[config.mk]
export PLATFORM = sky130hd
export DESIGN_NAME = uart_rx_core
export DESIGN_NICKNAME = d
export VERILOG_FILES = /design/src/rtl/uart_rx_core.sv
export SDC_FILE = /design/constraint.sdc
export NUM_CORES = 1
export LEC_CHECK = 0
export ABC_AREA = 1
export CAP_MARGIN = 20
export CORE_AREA = 5 5 75 77
export CTS_CLUSTER_DIAMETER = 150
export DETAILED_ROUTE_END_ITERATION = 8
export DIE_AREA = 0 0 80 82
export GPL_TIMING_DRIVEN = 0
export PLACE_DENSITY = 0.67
export SYNTH_ARGS = -nofsm -noshare
export SYNTH_HDL_FRONTEND = slang
export SYNTH_SLANG_ARGS = --single-unit
[constraint.sdc]
create_clock -name clk -period 2.8 [get_ports clk]
set_clock_uncertainty 0.1 [all_clocks]
set_input_delay 0.7 -clock clk [delete_from_list [all_inputs] [get_ports clk]]
set_output_delay 0.7 -clock clk [all_outputs]
set_load 0.01 [all_outputs]
[src/rtl/uart_rx_core.sv]
`default_nettype none
// ============================================================================
//  Module      : uart_rx_core
//  Description : Oversampling asynchronous serial receiver. Derives a bit
//                timebase from the system clock, majority-votes three samples
//                around each bit centre, checks optional parity and one or two
//                stop bits, and presents each frame through a one-entry
//                valid/ready holding register with parity, framing and
//                overrun status.
//
//  Ports       : clk         system clock
//                reset       synchronous, active-high reset
//                rx          asynchronous serial input, idle high
//                rx_ready    consumer accepts rx_data this cycle
//                rx_data     received payload, stable while rx_valid=1
//                rx_valid    holding register occupied
//                parity_err  parity mismatch for the frame in rx_data
//                frame_err   a stop-bit vote was 0 for the frame in rx_data
//                overrun     one-clk pulse: completed frame dropped
//                busy        receiver is not idle
//
//  Revision    : 1.0 - initial release
// ============================================================================
module uart_rx_core #(
    parameter int DATA_BITS  = 8,
    parameter int CLK_DIV    = 27,
    parameter int OVERSAMPLE = 16,
    parameter int PARITY     = 0,
    parameter int STOP_BITS  = 1
) (
    input  logic                 clk,
    input  logic                 reset,
    input  logic                 rx,
    input  logic                 rx_ready,
    output logic [DATA_BITS-1:0] rx_data,
    output logic                 rx_valid,
    output logic                 parity_err,
    output logic                 frame_err,
    output logic                 overrun,
    output logic                 busy
);

    localparam int c_DIV_W = (CLK_DIV > 1) ? $clog2(CLK_DIV) : 1;
    localparam int c_SC_W  = $clog2(OVERSAMPLE);
    localparam int c_IDX_W = $clog2(DATA_BITS);
    localparam int c_HALF  = OVERSAMPLE / 2;

    localparam logic [c_DIV_W-1:0] c_DIV_LAST = c_DIV_W'(CLK_DIV - 1);
    localparam logic [c_SC_W-1:0]  c_SC_LO    = c_SC_W'(c_HALF - 1);
    localparam logic [c_SC_W-1:0]  c_SC_MID   = c_SC_W'(c_HALF);
    localparam logic [c_SC_W-1:0]  c_SC_DEC   = c_SC_W'(c_HALF + 1);
    localparam logic [c_SC_W-1:0]  c_SC_LAST  = c_SC_W'(OVERSAMPLE - 1);
    localparam logic [c_IDX_W-1:0] c_IDX_LAST = c_IDX_W'(DATA_BITS - 1);
    localparam logic               c_STOP_LAST = 1'(STOP_BITS - 1);

    localparam logic [2:0] c_ST_IDLE  = 3'd0;
    localparam logic [2:0] c_ST_START = 3'd1;
    localparam logic [2:0] c_ST_DATA  = 3'd2;
    localparam logic [2:0] c_ST_PAR   = 3'd3;
    localparam logic [2:0] c_ST_STOP  = 3'd4;
    localparam logic [2:0] c_ST_BREAK = 3'd5;

    // ------------------------------------------------------------------
    // Input synchronizer (resets to the idle line level)
    // ------------------------------------------------------------------
    logic r_rx_meta;
    logic r_rx_s;

    always_ff @(posedge clk) begin
        if (reset) begin
            r_rx_meta <= 1'b1;
            r_rx_s    <= 1'b1;
        end else begin
            r_rx_meta <= rx;
            r_rx_s    <= r_rx_meta;
        end
    end

    // ------------------------------------------------------------------
    // Oversample tick generator; free-running, only reset realigns it
    // ------------------------------------------------------------------
    logic [c_DIV_W-1:0] r_div;
    logic               w_tick;

    assign w_tick = (r_div == c_DIV_LAST);

    always_ff @(posedge clk) begin
        if (reset) begin
            r_div <= '0;
        end else if (w_tick) begin
            r_div <= '0;
        end else begin
            r_div <= r_div + c_DIV_W'(1);
        end
    end

    // ------------------------------------------------------------------
    // Receive state and datapath registers
    // ------------------------------------------------------------------
    logic [2:0]           r_state;
    logic [2:0]           w_state_next;
    logic [c_SC_W-1:0]    r_sc;
    logic [c_IDX_W-1:0]   r_bit_idx;
    logic                 r_stop_idx;
    logic                 r_stop_err;
    logic [DATA_BITS-1:0] r_shift;
    logic                 r_par_bit;
    logic                 r_vote0;
    logic                 r_vote1;

    logic w_sc_lo;
    logic w_sc_mid;
    logic w_sc_dec;
    logic w_sc_last;
    logic w_bit;
    logic w_stop_err;
    logic w_frame_done;
    logic w_par_err;

    assign w_sc_lo   = (r_sc == c_SC_LO);
    assign w_sc_mid  = (r_sc == c_SC_MID);
    assign w_sc_dec  = (r_sc == c_SC_DEC);
    assign w_sc_last = (r_sc == c_SC_LAST);

    // 2-of-3 vote: the first two samples were captured on earlier ticks,
    // the third is the live synchronized line at the decision tick.
    assign w_bit = (r_vote0 & r_vote1) | (r_vote0 & r_rx_s) | (r_vote1 & r_rx_s);

    assign w_stop_err = r_stop_err | ~w_bit;

    // The frame is complete at the last stop bit's decision point; the
    // remainder of that stop bit is not waited for so that a following
    // start edge is caught from IDLE.
    assign w_frame_done = w_tick && w_sc_dec && (r_state == c_ST_STOP) &&
                          (r_stop_idx == c_STOP_LAST);

    assign w_par_err = (PARITY == 0) ? 1'b0 :
                       (PARITY == 1) ? (r_par_bit != (^r_shift)) :
                                       (r_par_bit == (^r_shift));

    always_ff @(posedge clk) begin
        if (reset) begin
            r_state <= c_ST_IDLE;
        end else begin
            r_state <= w_state_next;
        end
    end

    always_comb begin
        w_state_next = r_state;
        case (r_state)
            c_ST_IDLE: begin
                if (w_tick && !r_rx_s) begin
                    w_state_next = c_ST_START;
                end
            end
            c_ST_START: begin
                // A start bit that votes high was only a glitch.
                if (w_tick && w_sc_dec && w_bit) begin
                    w_state_next = c_ST_IDLE;
                end else if (w_tick && w_sc_last) begin
                    w_state_next = c_ST_DATA;
                end
            end
            c_ST_DATA: begin
                if (w_tick && w_sc_last && (r_bit_idx == c_IDX_LAST)) begin
                    w_state_next = (PARITY != 0) ? c_ST_PAR : c_ST_STOP;
                end
            end
            c_ST_PAR: begin
                if (w_tick && w_sc_last) begin
                    w_state_next = c_ST_STOP;
                end
            end
            c_ST_STOP: begin
                if (w_frame_done) begin
                    w_state_next = w_stop_err ? c_ST_BREAK : c_ST_IDLE;
                end
            end
            c_ST_BREAK: begin
                // Hold here through a line break so it yields one frame only.
                if (w_tick && r_rx_s) begin
                    w_state_next = c_ST_IDLE;
                end
            end
            default: begin
                w_state_next = c_ST_IDLE;
            end
        endcase
    end

    always_ff @(posedge clk) begin
        if (reset) begin
            r_sc       <= '0;
            r_bit_idx  <= '0;
            r_stop_idx <= 1'b0;
            r_stop_err <= 1'b0;
            r_shift    <= '0;
            r_par_bit  <= 1'b0;
            r_vote0    <= 1'b1;
            r_vote1    <= 1'b1;
        end else if (w_tick) begin
            // IDLE pins the sample counter at 0 so a detected start edge
            // begins its bit period from a known phase.
            if ((r_state == c_ST_IDLE) || w_sc_last) begin
                r_sc <= '0;
            end else begin
                r_sc <= r_sc + c_SC_W'(1);
            end

            if (w_sc_lo) begin
                r_vote0 <= r_rx_s;
            end
            if (w_sc_mid) begin
                r_vote1 <= r_rx_s;
            end

            case (r_state)
                c_ST_IDLE: begin
                    r_bit_idx  <= '0;
                    r_stop_idx <= 1'b0;
                    r_stop_err <= 1'b0;
                end
                c_ST_DATA: begin
                    if (w_sc_dec) begin
                        r_shift <= {w_bit, r_shift[DATA_BITS-1:1]};
                    end
                    if (w_sc_last) begin
                        r_bit_idx <= r_bit_idx + c_IDX_W'(1);
                    end
                end
                c_ST_PAR: begin
                    if (w_sc_dec) begin
                        r_par_bit <= w_bit;
                    end
                end
                c_ST_STOP: begin
                    if (w_sc_dec) begin
                        r_stop_err <= w_stop_err;
                    end
                    if (w_sc_last) begin
                        r_stop_idx <= r_stop_idx + 1'b1;
                    end
                end
                default: begin
                end
            endcase
        end
    end

    // ------------------------------------------------------------------
    // One-entry holding register with valid/ready handshake
    // ------------------------------------------------------------------
    always_ff @(posedge clk) begin
        if (reset) begin
            rx_data    <= '0;
            rx_valid   <= 1'b0;
            parity_err <= 1'b0;
            frame_err  <= 1'b0;
            overrun    <= 1'b0;
        end else begin
            overrun <= 1'b0;
            if (w_frame_done) begin
                // A consumer draining the old frame this cycle frees the slot.
                if (!rx_valid || rx_ready) begin
                    rx_data    <= r_shift;
                    rx_valid   <= 1'b1;
                    parity_err <= w_par_err;
                    frame_err  <= w_stop_err;
                end else begin
                    overrun <= 1'b1;
                end
            end else if (rx_valid && rx_ready) begin
                rx_valid <= 1'b0;
            end
        end
    end

    assign busy = (r_state != c_ST_IDLE);

endmodule
`default_nettype wire
==> key figures, run 1 <==
Worst setup path
  • Worst r2r src: r_div[0]$_SDFF_PP0_
  • CP dominant cell by count: inv_1
  • CP max FO: 7
  • Cell class contributing the biggest share of worst-path delay: buffers and inverters
  • Flop2flop setup slack: 1.06 ns
  • Worst Path Arrival: 1.64 ns
  • CP Launch Type: register
  • Instance count on the critical path: 5
  • Worst Setup Path Type: register to output pin
  • Worst r2r path cells: 11
  • CP max stage cell: clkdlybuf4s50_1
  • CP Buf/Inv Count: 3
  • CP Capture Type: output pin
  • R2r endpoint: rx_data[6]$_SDFFE_PP0P_
  • Required @ worst endpoint: 2.00 ns
  • Cells along the critical path: nor2_4 -> inv_1 -> nor2_1 -> inv_1 -> clkdlybuf4s50_1
  • Slowest cell delay on critical path: 0.48 ns

Global route
  • Grt ovf: 0
  • Vias in the first global route: 1417
  • First-pass GRT wire length: 6520 um
  • Overall Global Routing Usage: 0.127
  • Largest net degree at the start of global routing: 15
  • Initial antenna violation count: 0

Placed design
  • Count of buffers from port buffering: 14
  • Placed Cells: 321
  • RePlAce Congestion: 0.809
  • Dpl hpwl: 2730 um

Floorplan
  • Initial core utilization: 0.384
  • Die Span X: 80 um
  • Die height: 82 um
  • Total core area: 4940 um^2
  • I/O Pins: 17
  • Die area: 6560 um^2
  • # rows: 26

STA
  • Min Tclk post-route: 2.44 ns
  • Endpoints failing setup: 0
  • RSZ-0062 raised after global routing: false
  • Final-report max-slew violation count: 0
  • Setup TNS: 0 ns
  • Highest Clock Rate: 0.410 GHz
  • Final Hold Fails: 0
  • Final period util: 0.871

Clocking
  • Clock Path Buffers: 2
  • Num CTS Buffers: 5
  • Worst-skew pair later-pin latency: 0.29 ns
  • CTS Hold Bufs: 0
  • Reg clk slew, reported paths: 0.08 ns
  • # clock sinks: 40
  • CTS tree: built
  • H-tree depth: 2
  • Root Buffer: clkbuf_8
  • CTS resizes: 0
  • Post-CTS setup buffers: 0

Final layout
  • Ant. Diodes: 0
  • Share of layout cells above drive strength 1: 0.154
  • Post-Layout Cell Count: 329
  • FF/Latch Area: 801 um^2
  • Post-layout nets: 269
  • Area of the multi-input gates: 916 um^2
  • Fill cells: 526
  • Layout area overhead: 18.1%

Synthesis
  • Mapped Avg Cell Area: 8.00 um^2
  • Synth unique cells: 37
  • Synth area leaders: dfxtp_1, nand2_1, a21oi_1
  • Top cell type's share of synthesized area: 0.422
  • FFs w/ async S/R, synth: 0
  • Dominant cell type by area after synthesis: dfxtp_1
  • Syn Nets: 248
  • Seq cells post-synth: 40
  • Ys flop type: dfxtp_1
  • YS warnings: 0
  • Number of synthesized flops with an enable pin: 0
  • Gate Count Post-Synth: 237
  • Syn Std Cell Area: 1900 um^2
  • Post-synthesis sequential area ratio: 0.422

Route
  • Antenna Nets Post-Route: 0
  • First drt pass iteration count: 4
  • Drt total wl: 3680 um
  • DR vias/cell: 4.69
  • Via count of the routed design: 1544
  • DRT iter0 DRCs: 77
  • Drt wl/cell: 11.2 um
  • Detailed-route DRC error count: 0

Power and ir drop
  • Switching Share: 0.214
  • Sequential group share of total power: 0.532
  • Switching power: 233 uW
  • Power share of the combinational group: 0.028
  • Internal Power: 853 uW
  • Leakage Power: 0.869 nW
  • Clk pwr share: 0.440
  • Max VDD drop: 0.257 mV
  • PwrDens: 485 nW/um^2

Status
  • Status: finished clean

Hold path
  • Hold_sp: r_rx_meta$_SDFF_PP1_
  • Hold Crit Class: register to register
  • Sink of the worst hold path: r_rx_s$_SDFF_PP1_
  • Hold Path Stages: 1

Run
  • Maxcap violations: 0
synth_stat cells, types with 3 or more instances:
library cell  count
nor2_1           10
ha_1              7
nor2_4            7
inv_1            28
buf_2             3
nand3_1          18
dfxtp_1          40
nand2_1          37
inv_2             5
nor3_1            6
o21ai_0          14
clkbuf_1          3
nand2_2           4
a21oi_1          26
per-layer routing:
layer	routed length (um)	global-route usage	up-vias	share of wire
li1	-	-	823	-
met1	1820	0.164	690	0.49
met2	1660	0.202	25	0.45
met3	137	0.0285	6	0.037
met4	63	0.0574	0	0.017
met5	0	0	-	0
worst reg2reg max path: stages, from the launching register on:
cell and delay (ns):
dfxtp_1 0.35, inv_1 0.07, ha_1 0.15, nand2_2 0.08, inv_2 0.09, nand2_4 0.09
nor2_4 0.12, buf_6 0.16, nand3_4 0.12, buf_6 0.18, o21ai_2 0.12, a21oi_2 0.04
flip-flops by register name, indices dropped and copies added (netlist names), 3 cells and up:
| name | count |
|---|---|
| r_shift | 8 |
| r_state | 3 |
| r_bit_idx | 3 |
| rx_data | 8 |
| r_div | 5 |
| r_sc | 4 |
worst max path at each step:
stage / start / to / slack [ns]
5_1_grt: r_state[1]$_SDFFE_PP0P_ / busy / 0.29
2_1_floorplan: reset / r_vote0$_SDFFE_PP1P_ / 1.08
3_3_place_gp: reset / r_sc[0]$_SDFFE_PP0P_ / 0.62
3_5_place_dp: reset / r_vote0$_SDFFE_PP1P_ / 0.62
4_1_cts: r_state[1]$_SDFFE_PP0P_ / busy / 0.36
6_report: r_state[1]$_SDFFE_PP0P_ / busy / 0.36
power groups by stage:
stage | Clock, mW | Combinational (mW) | Sequential [mW]
6_report | 0.478 | 0.0299 | 0.578
5_1_grt | 0.513 | 0.0355 | 0.579
4_1_cts | 0.495 | 0.0310 | 0.578
3_5_place_dp | 0 | 0.0309 | 0.592
3_3_place_gp | 0 | 0.0303 | 0.591
2_1_floorplan | 0 | 0.0218 | 0.590
area by class of cell:
cell class	count	share of cell area
Clock inverter	3	0.0207
Buffer	9	0.0251
Clock buffer	5	0.0307
Multi-Input combinational cell	155	0.409
Sequential cell	40	0.358
Tap cell	70	0.0391
Timing Repair Buffer	14	0.0626
Inverter	33	0.0553
stage by stage:
step                hold slack (ns)  area [um^2]   util  worst slack, ns  power (mW)
floorplan                     0.289         1900      -             1.08       0.612
global placement              0.292         2120  0.430            0.624       0.621
detailed placement            0.297         2120  0.430            0.618       0.623
CTS                           0.317         2240  0.453            0.365        1.10
global route                  0.330         2240  0.453            0.294        1.13
finish                        0.313         2240  0.453            0.361        1.09
cells in the final DEF, fill, tap and decap left out, types with 4 or more instances in the layout:
cell,instances
nor3_1,6
clkbuf_8,5
inv_2,5
nor2_1,10
nand3_1,18
inv_1,28
ha_1,7
clkdlybuf4s50_1,14
nand2_1,37
o21ai_0,14
a21oi_1,26
nor2_4,7
nand2_2,4
dfxtp_1,40
logic make-up (layout without fill, tap and decap cells):
logic type	Yosys count	after routing	share of synthesized area
compound gates	53	53	0.160
xor+xnor	1	1	0.00462
fa+ha+maj	7	7	0.0462
buf+inv	42	64	0.0950
flops	40	40	0.422
other cells	1	1	0.00198
simple gates	93	93	0.270
(Power assumes the default switching activity.)
==> run 2: changes to the inputs <==
--- a/config.mk
+++ b/config.mk
@@ -12,7 +12,6 @@
 export DETAILED_ROUTE_END_ITERATION = 8
 export DIE_AREA = 0 0 80 82
 export GPL_TIMING_DRIVEN = 0
-export PLACE_DENSITY = 0.67
 export SYNTH_ARGS = -nofsm -noshare
 export SYNTH_HDL_FRONTEND = slang
 export SYNTH_SLANG_ARGS = --single-unit
==> run 2 against run 1 <==
Combinational power rose by 3%. Fmax fell by 1.0%. Die area did not move. Worst hold slack improved by 0.0058 ns. Critical path depth did not move. Power fell by 9.0%. Design area fell by 1.2%. Setup slack got worse by 0.025 ns. Largest power group unchanged. Critical path type unchanged.
==> key figures, run 2 (synthesis results as in run 1) <==
Status
  • Status: finished clean

Clocking
  • Worst-skew pair later-pin latency: 0.29 ns
  • CTS tree: built
  • Num CTS Buffers: 5
  • Reg clk slew, reported paths: 0.08 ns
  • # clock sinks: 40
  • Root Buffer: clkbuf_8
  • Post-CTS setup buffers: 0
  • CTS Hold Bufs: 0
  • H-tree depth: 2
  • Clock Path Buffers: 2
  • CTS resizes: 0

Power and ir drop
  • Leakage Power: 0.862 nW
  • Total power: 989 uW
  • Max VDD drop: 0.275 mV
  • PwrDens: 447 nW/um^2

Final layout
  • Share of layout cells above drive strength 1: 0.154
  • Post-layout nets: 269
  • Top flop regs: r_shift: 8 flops, rx_data: 8 flops, r_div: 5 flops
  • Most frequent cells in the layout: dfxtp_1, nand2_1, inv_1
  • Ant. Diodes: 0
  • Layout area overhead: 16.6%
  • Final instance area: 2210 um^2
  • Commonest non-fill, non-tap cell in the layout: dfxtp_1

Route
  • DRT iter0 DRCs: 101
  • First drt pass iteration count: 4
  • Drt total wl: 3740 um
  • Drt wl/cell: 11.4 um
  • Via count of the routed design: 1517
  • DR vias/cell: 4.61
  • Antenna Nets Post-Route: 0
  • Detailed-route DRC error count: 0

Worst setup path
  • CP Launch Type: register
  • CP dominant cell by count: inv_1
  • Worst r2r src: r_div[0]$_SDFF_PP0_
  • CP Capture Type: output pin
  • Worst Path Arrival: 1.66 ns
  • Worst Setup Path Type: register to output pin
  • Slowest cell delay on critical path: 0.49 ns
  • Cells along the critical path: nor2_4 -> inv_1 -> nor2_1 -> inv_1 -> clkdlybuf4s50_1
  • R2r endpoint: rx_data[6]$_SDFFE_PP0P_
  • CP Buf/Inv Count: 3
  • Required @ worst endpoint: 2.00 ns
  • Cell class contributing the biggest share of worst-path delay: buffers and inverters
  • Flop2flop setup slack: 1.08 ns
  • Worst r2r path cells: 11
  • Crit path launch: r_state[1]$_SDFFE_PP0P_
  • CP max stage cell: clkdlybuf4s50_1
  • CP max FO: 7

Placed design
  • Dpl hpwl: 2790 um
  • Count of buffers from port buffering: 14
  • RePlAce Congestion: 0.825
  • Dpl ws: 0.644 ns
  • Placed cell area: 2120 um^2

STA
  • Min Tclk post-route: 2.46 ns
  • Setup ws final: 0.335 ns
  • Highest Clock Rate: 0.406 GHz
  • Final Hold Fails: 0
  • Endpoints failing setup: 0
  • Setup TNS: 0 ns
  • Final-report max-slew violation count: 0
  • Final period util: 0.880
  • RSZ-0062 raised after global routing: false

Hold path
  • Hold Path Stages: 1
  • Sink of the worst hold path: r_rx_s$_SDFF_PP1_
  • Hold_sp: r_rx_meta$_SDFF_PP1_
  • Hold Crit Class: register to register

Floorplan
  • Total core area: 4940 um^2
  • Initial core utilization: 0.384
  • Die area: 6560 um^2
  • I/O Pins: 17
  • Die height: 82 um
  • Die Span X: 80 um
  • # rows: 26

Global route
  • Overall Global Routing Usage: 0.128
  • Largest net degree at the start of global routing: 14
  • First-pass GRT wire length: 6560 um
  • Initial antenna violation count: 0
  • Vias in the first global route: 1425
  • Grt ovf: 0

Run
  • Maxcap violations: 0
==> run 2: where the power goes <==
part           internal, mW  switching, mW  total [mW]
Clock                 0.174          0.206       0.380
Combinational        0.0118         0.0188      0.0307
Sequential            0.573        0.00467       0.578
Total                 0.759          0.230       0.989
==> run 2: worst max path at each step <==
stage / end / slack, ns / depth (start not counted)
2_1_floorplan: r_vote0$_SDFFE_PP1P_ / 1.08 / 5
3_3_place_gp: rx_data[5]$_SDFFE_PP0P_ / 0.62 / 6
3_5_place_dp: busy / 0.64 / 5
4_1_cts: busy / 0.32 / 5
5_1_grt: busy / 0.20 / 5
6_report: busy / 0.34 / 5
==> run 2: layout make-up <==
class,count,area (um^2)
inverter,33,124
sequential,40,801
clock buffer,5,68.8
buffer,9,56.3
fill,508,2730
timing repair buffer,14,140
multi-input combinational,155,916
clock inverter,3,18.8
tap,70,87.6
==> run 2: per-stage QoR <==
step                      std cells  hold WS, ns  utilization
final                           329        0.319        0.447
after CTS                       329        0.320        0.447
after global routing            329        0.330        0.447
after global placement          321        0.291        0.430
after floorplan                 237        0.289            -
after detailed placement        321        0.302        0.430
==> run 2: worst reg2reg max path, cell delays in order, from the launching register on <==
cell     delay, ns
dfxtp_1       0.34
inv_1         0.06
ha_1          0.15
nand2_2       0.08
inv_2         0.09
nand2_4       0.09
nor2_4        0.12
buf_6         0.16
nand3_4       0.12
buf_6         0.17
o21ai_2       0.12
a21oi_2       0.04
==> run 2: per-layer routing <==
| layer | routed length [um] | global-route usage |
|---|---|---|
| met3 | 117 | 0.0252 |
| met5 | 0 | 0 |
| met1 | 1990 | 0.173 |
| met2 | 1570 | 0.194 |
| met4 | 70 | 0.0608 |
==> run 3: changes to the inputs <==
--- a/config.mk
+++ b/config.mk
@@ -7,11 +7,12 @@
 export LEC_CHECK = 0
 export ABC_AREA = 1
 export CAP_MARGIN = 20
-export CORE_AREA = 5 5 75 77
+export CORE_AREA = 5 5 83 70
 export CTS_CLUSTER_DIAMETER = 150
 export DETAILED_ROUTE_END_ITERATION = 8
-export DIE_AREA = 0 0 80 82
+export DIE_AREA = 0 0 88 75
 export GPL_TIMING_DRIVEN = 0
+export SETUP_SLACK_MARGIN = 0.15
 export SYNTH_ARGS = -nofsm -noshare
 export SYNTH_HDL_FRONTEND = slang
 export SYNTH_SLANG_ARGS = --single-unit
==> run 3 against run 2 <==
Global-route usage is 0.65 points higher. Flip-flop and latch count stayed put. Wire length is 2.1% higher. Worst hold slack worse by 0.0075 ns. Design area rose by 1.3%. Register-to-register slack worse by 0.03 ns. Via count increased by 3.6%. Fmax fell by 0.75%. Die area is 0.61% higher. Critical path depth did not move. Sequential power barely moved. Non-clock buffer count did not move. Largest cell class unchanged.
==> key figures, run 3 (synthesis results as in run 1) <==
Floorplan
  • Die area: 6600 um^2
  • I/O Pins: 17
  • # rows: 23
  • Total core area: 4860 um^2
  • Die Span X: 88 um
  • Die height: 75 um
  • Initial core utilization: 0.390

Clocking
  • CTS Hold Bufs: 0
  • Reg clk slew, reported paths: 0.08 ns
  • Worst-skew pair later-pin latency: 0.29 ns
  • CTS tree: built
  • Post-CTS setup buffers: 0
  • H-tree depth: 2
  • Num CTS Buffers: 5
  • CTS resizes: 0
  • Clock Path Buffers: 2
  • # clock sinks: 40
  • Root Buffer: clkbuf_8

Hold path
  • Hold Crit Class: register to register
  • Hold Path Stages: 1

Route
  • First drt pass iteration count: 4
  • Antenna Nets Post-Route: 0
  • Drt total wl: 3820 um
  • Detailed-route DRC error count: 0
  • Via count of the routed design: 1572
  • Drt wl/cell: 11.9 um
  • DRT iter0 DRCs: 97
  • DR vias/cell: 4.90

STA
  • Final period util: 0.887
  • Final Hold Fails: 0
  • Min Tclk post-route: 2.48 ns
  • Endpoints failing setup: 0
  • Hold WS: 0.312 ns
  • Setup TNS: 0 ns
  • RSZ-0062 raised after global routing: false
  • Final-report max-slew violation count: 0
  • Highest Clock Rate: 0.403 GHz

Global route
  • First-pass GRT wire length: 6840 um
  • Grt ovf: 0
  • Initial antenna violation count: 0
  • Largest net degree at the start of global routing: 13
  • Vias in the first global route: 1515
  • Overall Global Routing Usage: 0.134

Worst setup path
  • Crit path launch: r_state[0]$_SDFFE_PP0P_
  • Worst Path Arrival: 1.68 ns
  • CP max FO: 5
  • CP Launch Type: register
  • Worst Setup EP: busy
  • Worst Setup Path Type: register to output pin
  • Worst r2r src: r_div[0]$_SDFF_PP0_
  • R2r endpoint: rx_data[6]$_SDFFE_PP0P_
  • Flop2flop setup slack: 1.05 ns
  • CP Capture Type: output pin
  • Worst r2r path cells: 11
  • Required @ worst endpoint: 2.00 ns

Power and ir drop
  • PwrDens: 501 nW/um^2
  • Max VDD drop: 0.482 mV
  • Leakage Power: 0.879 nW
  • Total power: 1.12 mW

Final layout
  • Post-layout nets: 269
  • FF/Latch Area: 801 um^2
  • Fill cells: 490
  • Top flop regs: r_shift: 8 flops, rx_data: 8 flops, r_div: 5 flops
  • Post-Layout Cell Count: 321
  • Share of layout cells above drive strength 1: 0.154
  • Layout area overhead: 18.1%
  • Ant. Diodes: 0
  • Commonest non-fill, non-tap cell in the layout: dfxtp_1
  • Util after Layout: 0.461
  • Area of the multi-input gates: 916 um^2
  • Most frequent cells in the layout: dfxtp_1, nand2_1, inv_1

Status
  • Status: finished clean

Placed design
  • Dpl hpwl: 2850 um
  • RePlAce Congestion: 0.783
  • Placed Cells: 313
  • Count of buffers from port buffering: 14

Run
  • Maxcap violations: 0
[run 3: cell count changes in the layout (fill, tap and decap cells not counted)]
cell / delta
clkbuf_8: +2
clkinv_2: -2
bufinv_16: +1
clkinv_4: -1
[run 3: layout make-up]
cell class / count / share of cell area
Sequential cell: 40 / 0.357
Tap cell: 62 / 0.0346
Multi-Input combinational cell: 155 / 0.409
Clock inverter: 1 / 0.0134
Buffer: 9 / 0.0251
Inverter: 33 / 0.0553
Clock buffer: 7 / 0.0430
Timing Repair Buffer: 14 / 0.0625
[run 3: how the worst min path moves through the flow]
stage                               startpoint                 to
after floorplan           r_rx_meta$_SDFF_PP1_  r_rx_s$_SDFF_PP1_
after global placement    r_rx_meta$_SDFF_PP1_  r_rx_s$_SDFF_PP1_
after detailed placement  r_rx_meta$_SDFF_PP1_  r_rx_s$_SDFF_PP1_
after CTS                 r_rx_meta$_SDFF_PP1_  r_rx_s$_SDFF_PP1_
after global routing      r_rx_meta$_SDFF_PP1_  r_rx_s$_SDFF_PP1_
final                     r_rx_meta$_SDFF_PP1_  r_rx_s$_SDFF_PP1_
[run 3: per-layer routing]
metal	wire length, um	vias up	global-route usage
met1	2060	716	0.188
met2	1550	30	0.196
met3	167	2	0.0405
met4	38	0	0.0460
li1	-	824	-
met5	0	-	0
[run 3: per-stage QoR]
stage / worst slack (ns) / cell area (um^2)
final: 0.317 / 2240
after global routing: 0.210 / 2240
after CTS: 0.332 / 2240
after detailed placement: 0.601 / 2110
after global placement: 0.657 / 2110
after floorplan: 1.08 / 1900
[run 3: worst max-delay path, cell delays in order (launching register included)]
cell	delay [ns]
dfxtp_1	0.39
nor2_4	0.18
inv_1	0.05
nor2_1	0.17
inv_1	0.10
clkdlybuf4s50_1	0.49
[run 3: power breakdown]
group          internal [mW]  total (mW)  leakage (nW)  switching [mW]
combinational         0.0119      0.0307         0.491          0.0188
sequential             0.573       0.578         0.323         0.00487
clock                  0.315       0.514        0.0645           0.199
